[src/rtl/fpu_pkg.sv]
// Shared FPU definitions: field widths, exponent bias, divider iteration
// count, divider state encoding and the infinity magnitude pattern.
package fpu_pkg;

    localparam int EXP_W      = 8;
    localparam int MAN_W      = 23;
    localparam int BIAS       = 127;

    // One quotient bit per iteration: integer bit, 23 fraction bits,
    // the hidden-bit position when the quotient is < 1, and a round bit.
    localparam int FDIV_ITERS = 26;

    typedef enum logic [1:0] {
        IDLE  = 2'd0,
        DIV   = 2'd1,
        ROUND = 2'd2,
        DONE  = 2'd3
    } fdiv_state_t;

    localparam logic [30:0] FP_INF_MAG = 31'h7F800000;

endpackage

[src/rtl/fdiv_round.sv]
// Quotient post-processing for the iterative divider: normalizes the raw
// 26-bit quotient, rounds to nearest (ties away from zero) and applies
// the zero / infinity / flush-to-zero exception mux. Purely combinational.
module fdiv_round #(
    parameter int BIAS = 127
) (
    input  logic [25:0]                q,
    input  logic                       s,
    input  logic [fpu_pkg::EXP_W-1:0]  e1,
    input  logic [fpu_pkg::EXP_W-1:0]  e2,
    output logic [31:0]                y
);
    import fpu_pkg::*;

    localparam logic [9:0] BIAS_W = 10'(BIAS);

    logic [MAN_W-1:0]  frac;
    logic              rb;
    logic signed [9:0] e_norm;
    logic [MAN_W:0]    frac_rnd;
    logic signed [9:0] e_rnd;

    // Normalize: the quotient lies in [0.5, 2), so at most one position of
    // adjustment. The hidden bit is implied and only the fraction is kept.
    always_comb begin
        if (q[25]) begin
            frac   = q[24:2];
            rb     = q[1];
            e_norm = {2'b00, e1} - {2'b00, e2} + BIAS_W;
        end else begin
            frac   = q[23:1];
            rb     = q[0];
            e_norm = {2'b00, e1} - {2'b00, e2} + BIAS_W - 10'd1;
        end
        // A carry out of the fraction means the significand rolled over
        // to 2.0: fraction becomes zero and the exponent bumps by one.
        frac_rnd = {1'b0, frac} + {{MAN_W{1'b0}}, rb};
        e_rnd    = e_norm + (frac_rnd[MAN_W] ? 10'sd1 : 10'sd0);
    end

    // Exception mux, highest priority first.
    always_comb begin
        if (e2 == '0) begin
            y = {s, FP_INF_MAG};
        end else if (e1 == '0) begin
            y = 32'd0;
        end else if (e_rnd <= 10'sd0) begin
            y = 32'd0;
        end else if (e_rnd >= 10'sd255) begin
            y = {s, FP_INF_MAG};
        end else begin
            y = {s, e_rnd[7:0], frac_rnd[MAN_W-1:0]};
        end
    end

endmodule

[src/rtl/fdiv_iter.sv]
// Iterative single-precision divider y = x1 / x2 using radix-2 restoring
// division on the 24-bit significands, one quotient bit per cycle.
// Zero-exponent inputs are treated as zero; results flush to zero.
// Optional: define FDIV_EARLY_OUT_EN to finish zero-operand divisions at
// the accept edge instead of running the full iteration.
module fdiv_iter #(
    parameter int BIAS = 127
) (
    input  logic        clk,
    input  logic        rst,
    input  logic        in_valid,
    output logic        in_ready,
    input  logic [31:0] x1,
    input  logic [31:0] x2,
    output logic        out_valid,
    input  logic        out_ready,
    output logic [31:0] y
);
    import fpu_pkg::*;

    localparam logic [4:0] CNT_LAST = 5'(FDIV_ITERS - 1);

    fdiv_state_t         state_reg;
    logic [4:0]          cnt_reg;
    logic [24:0]         r_reg;
    logic [23:0]         d_reg;
    logic [25:0]         q_reg;
    logic                s_reg;
    logic [EXP_W-1:0]    e1_reg;
    logic [EXP_W-1:0]    e2_reg;
    logic [31:0]         y_reg;
    logic                out_valid_reg;

    logic                q_bit;
    logic [24:0]         r_sub;
    logic [31:0]         y_round;

    // One restoring step: subtract the divisor when it fits.
    always_comb begin
        q_bit = (r_reg >= {1'b0, d_reg});
        r_sub = q_bit ? (r_reg - {1'b0, d_reg}) : r_reg;
    end

`ifdef FDIV_EARLY_OUT_EN
    logic        early_zero;
    logic [31:0] early_y;

    // Special result for a zero operand, available in the accept cycle.
    always_comb begin
        early_zero = (x1[30:23] == '0) || (x2[30:23] == '0);
        early_y    = (x2[30:23] == '0) ? {x1[31] ^ x2[31], FP_INF_MAG} : 32'd0;
    end
`endif

    fdiv_round #(
        .BIAS (BIAS)
    ) u_round (
        .q  (q_reg),
        .s  (s_reg),
        .e1 (e1_reg),
        .e2 (e2_reg),
        .y  (y_round)
    );

    // Control FSM plus remainder/quotient datapath.
    always_ff @(posedge clk) begin
        if (rst) begin
            state_reg     <= IDLE;
            cnt_reg       <= '0;
            r_reg         <= '0;
            d_reg         <= '0;
            q_reg         <= '0;
            s_reg         <= 1'b0;
            e1_reg        <= '0;
            e2_reg        <= '0;
            y_reg         <= '0;
            out_valid_reg <= 1'b0;
        end else begin
            case (state_reg)
                IDLE: begin
                    if (in_valid) begin
                        s_reg   <= x1[31] ^ x2[31];
                        e1_reg  <= x1[30:23];
                        e2_reg  <= x2[30:23];
                        r_reg   <= {2'b01, x1[22:0]};
                        d_reg   <= {1'b1, x2[22:0]};
                        q_reg   <= '0;
                        cnt_reg <= '0;
`ifdef FDIV_EARLY_OUT_EN
                        if (early_zero) begin
                            y_reg         <= early_y;
                            out_valid_reg <= 1'b1;
                            state_reg     <= DONE;
                        end else begin
                            state_reg <= DIV;
                        end
`else
                        state_reg <= DIV;
`endif
                    end
                end
                DIV: begin
                    // Quotient bits enter at the LSB so the first one ends in q[25].
                    q_reg <= {q_reg[24:0], q_bit};
                    r_reg <= r_sub << 1;
                    if (cnt_reg == CNT_LAST) begin
                        state_reg <= ROUND;
                    end else begin
                        cnt_reg <= cnt_reg + 5'd1;
                    end
                end
                ROUND: begin
                    y_reg         <= y_round;
                    out_valid_reg <= 1'b1;
                    state_reg     <= DONE;
                end
                DONE: begin
                    if (out_ready) begin
                        out_valid_reg <= 1'b0;
                        state_reg     <= IDLE;
                    end
                end
                default: begin
                    state_reg <= IDLE;
                end
            endcase
        end
    end

    // New operands are only taken while idle, never in the DONE handshake cycle.
    always_comb begin
        in_ready  = (state_reg == IDLE);
        out_valid = out_valid_reg;
        y         = y_reg;
    end

endmodule
[config.mk]
export PLATFORM = sky130hd
export DESIGN_NAME = fdiv_iter
export DESIGN_NICKNAME = d
export VERILOG_FILES = /design/src/rtl/fpu_pkg.sv /design/src/rtl/fdiv_round.sv /design/src/rtl/fdiv_iter.sv
export SDC_FILE = /design/constraint.sdc
export NUM_CORES = 1
export LEC_CHECK = 0
export CORE_AREA = 4 4 143 145
export CTS_CLUSTER_DIAMETER = 200
export DETAILED_ROUTE_END_ITERATION = 8
export DIE_AREA = 0 0 147 149
export PLACE_DENSITY_LB_ADDON = 0.15
export SYNTH_ARGS = -nofsm -noshare
export SYNTH_HDL_FRONTEND = slang
export SYNTH_SLANG_ARGS = --single-unit
[constraint.sdc]
create_clock -name clk -period 12.6 [get_ports clk]
set_input_delay 3.78 -clock clk [delete_from_list [all_inputs] [get_ports clk]]
set_output_delay 3.78 -clock clk [all_outputs]
set_load 0.005 [all_outputs]
==> impl_metrics.toml <==
[outcome]
status = "complete, no violations"

[layout]
final_cell_mix = "nand2_1 (168), dfxtp_1 (131), clkdlybuf4s50_1 (100), nor2_1 (99), a21oi_1 (99)"
area_growth_pct = 21.4
instances_no_fill = 1426
fin_nets = 1262
drive_gt1_share_pct = 6.55
n_antenna_cell = 0
largest_reg_flops = 32
final_common_cell = "nand2_1"
final_util_pct = 54.0

[worst_setup_path]
path_depth = 18
r2r-start = "q_reg[25]"
crit_start = "q_reg[25]"
crit_end = "y[9]"
crit_slowest_cell = "nand4bb_1"
crit_path_start_kind = "flop"
cp_common_cell = "nand2_1"
r2r_cells = 18
critical_path_class = "reg -> reg"
crit_buf_inv = 1
slowest_delay_ns = 0.47
crit_required_ns = 12.86
crit_arrival_ns = 5.85
cp_cell_sequence = "buf_4, nand2_1, o21ai_0, nor3b_1, and2_1, nand4_1, nor3_1, nand2_1, nor3b_1, ha_1, ha_1, nand2_1, a211oi_2, a21boi_1, o31ai_4, nand4bb_1, nand2b_4, o41ai_1"
crit_family = "simple AND/OR/NAND/NOR gates"
crit_fanout = 62
worst_r2r_endpoint = "y[9]"
end_kind = "flop"
r2r_setup_slack_ns = 7.01

[yosys]
synth.cell_area_sq_um = 8540
synth_edf_count = 0
syn-num-nets = 1199
ys_seq_area_share_pct = 30.9
synthCells = 1085
netlist-cell-type-count = 79
synth-main-ff-cell = "dfxtp_1"
ys_ff_latch = 132
yosysTopAreaCell = "dfxtp_1"
avgSynthCellArea_sq_um = 7.87
synthTopCellsByArea = "dfxtp_1 (31%), nand2_1 (7.4%), ha_1 (6.4%)"
yosysWarnings = 0
synth_top_cell_area_share_pct = 30.9
async_reset_ff_share_pct = 0

[sta]
min_period_ns = 5.59
final_max_slew_viol_count = 0
rsz0062_at_grt = "no"
max_freq_ghz = 0.179
setup-violations-final = 0
final_hold_viol_count = 0
worstMarginPinSlew_ns = 1.04
finalClockSkew_ns = 0.00829
fin_tns_setup_ns = 0
fin_crit_sh_pct = 44.4
relSlewSlack_pct = 30.9

[clock_network]
cts_tree = "yes"
cts_buffer_depth = 2
cts_made_buffers = 17
postCtsSetupRepairBufs = 0
cts.sinks = 132
path_clk_slew_ns = 0.06
cts_hold_buf = 0
insertion_delay_ns = 0.42
post_cts_resize_count = 0
cts_root_buffer = "clkbuf_16"
cts_htree_levels = 4

[placed_design]
dp_hpwl_microns = 15100
place_congestion = 0.845
dpl.cell_count = 1394
portBuffers = 101

[drt]
vias_per_cell = 5.44
drt_wl_total_microns = 21700
drt-pass1-iter-count = 6
dr_total_vias = 7752
remaining_drc_errors = 0
wl_per_cell_microns = 15.2
detail-route-antenna-nets = 0
drt-initial-drc-count = 348

[global_route]
antenna_found_initial = 0
grt_overflow = 0
grt_use_total_pct = 19.4
first_global_vias = 7226
grt_max_degree = 94
grt_pass1_wl_microns = 35600

[power_and_ir_drop]
p_total_uw = 2840
leakagePower_uw = 0.00392
p_per_area_nw_per_um2 = 274
vdd_drop_max_uv = 149

[floorplanning]
std_cell_rows = 51
die_h_microns = 149
die_w_microns = 147
io_pins = 102
initial_core_util_pct = 44.5
core_area_sq_um = 19200
die-area_sq_um = 21900

[hold_path]
min_path_type = "reg -> reg"

[flow_run]
drv_cap = 0
-- cell usage after synthesis, types with 13 or more instances --
master    number
a22oi_1       29
inv_1         61
a21oi_1      100
mux2i_1       20
clkbuf_1      54
nand2_1      168
xnor2_1       27
nor2_1       101
nor3_1        24
a211o_1       18
nand3_1       14
nand2b_1      14
o21ai_0       28
ha_1          44
a211oi_1      13
a21o_1        20
dfxtp_1      132
xor2_1        19
-- where the power goes --
part,total (uW),switching (uW),internal [uW]
logic,1710,1010,690
clock network,575,193,382
registers,557,60.1,497
-- worst reg2reg max path, delay by kind of cell (launching register included) --
| kind | cells | cell delay, ns |
|---|---|---|
| flops | 1 | 0.34 |
| buf+inv | 1 | 0.46 |
| simple gates | 10 | 2.89 |
| fa+ha+maj | 2 | 0.52 |
| compound gates | 5 | 1.24 |
-- final cells by class --
type / count / area [sq um]
multi-input cells: 827 / 5410
repair buffers: 109 / 1070
clock buffers: 20 / 457
fillers: 1830 / 8840
inverters: 61 / 229
flip-flops and latches: 132 / 2640
clock inverters: 12 / 225
well taps: 265 / 332
-- metrics by stage --
stage / instance area (sq um) / worst slack (ns) / hold WS, ns
after detailed placement: 9680 / 6.61 / 0.436
after global routing: 10400 / 6.35 / 0.476
after global placement: 9680 / 6.64 / 0.436
after CTS: 10400 / 7.03 / 0.456
final: 10400 / 7.01 / 0.447
after floorplan: 8540 / 7.05 / 0.435
-- logic make-up (layout without fill, tap and decap cells) --
group | Yosys count | in the layout | share of synthesized area (%)
xor+xnor | 50 | 50 | 5.63
simple gates | 394 | 394 | 21.0
fa+ha+maj | 46 | 46 | 6.92
mux | 22 | 22 | 2.61
compound gates | 315 | 315 | 27.0
buf+inv | 126 | 202 | 5.95
flops | 132 | 132 | 30.9
-- worst min-delay path by stage --
stage,startpoint,endpoint,slack [ns],cells past startpoint
after global routing,y[14],y[14],0.48,2
after floorplan,d_reg[23],d_reg[23],0.44,2
after detailed placement,y[17],y[17],0.44,2
after CTS,y[8],y[8],0.46,2
final,y[8],y[8],0.45,2
after global placement,y[4],y[4],0.44,2
-- per-layer routing --
layer  routed length [microns]  vias to the layer above  track usage [%]  share of wire (%)
li1                          -                     4010                -                  -
met1                     10700                     3580             27.1                 50
met2                      9670                      136             30.7                 45
met3                       802                       26             3.43                3.7
met4                       437                        0             6.20                2.0
met5                         0                        -                0                  0
Note: power is estimated with default switching activity, not from simulation.
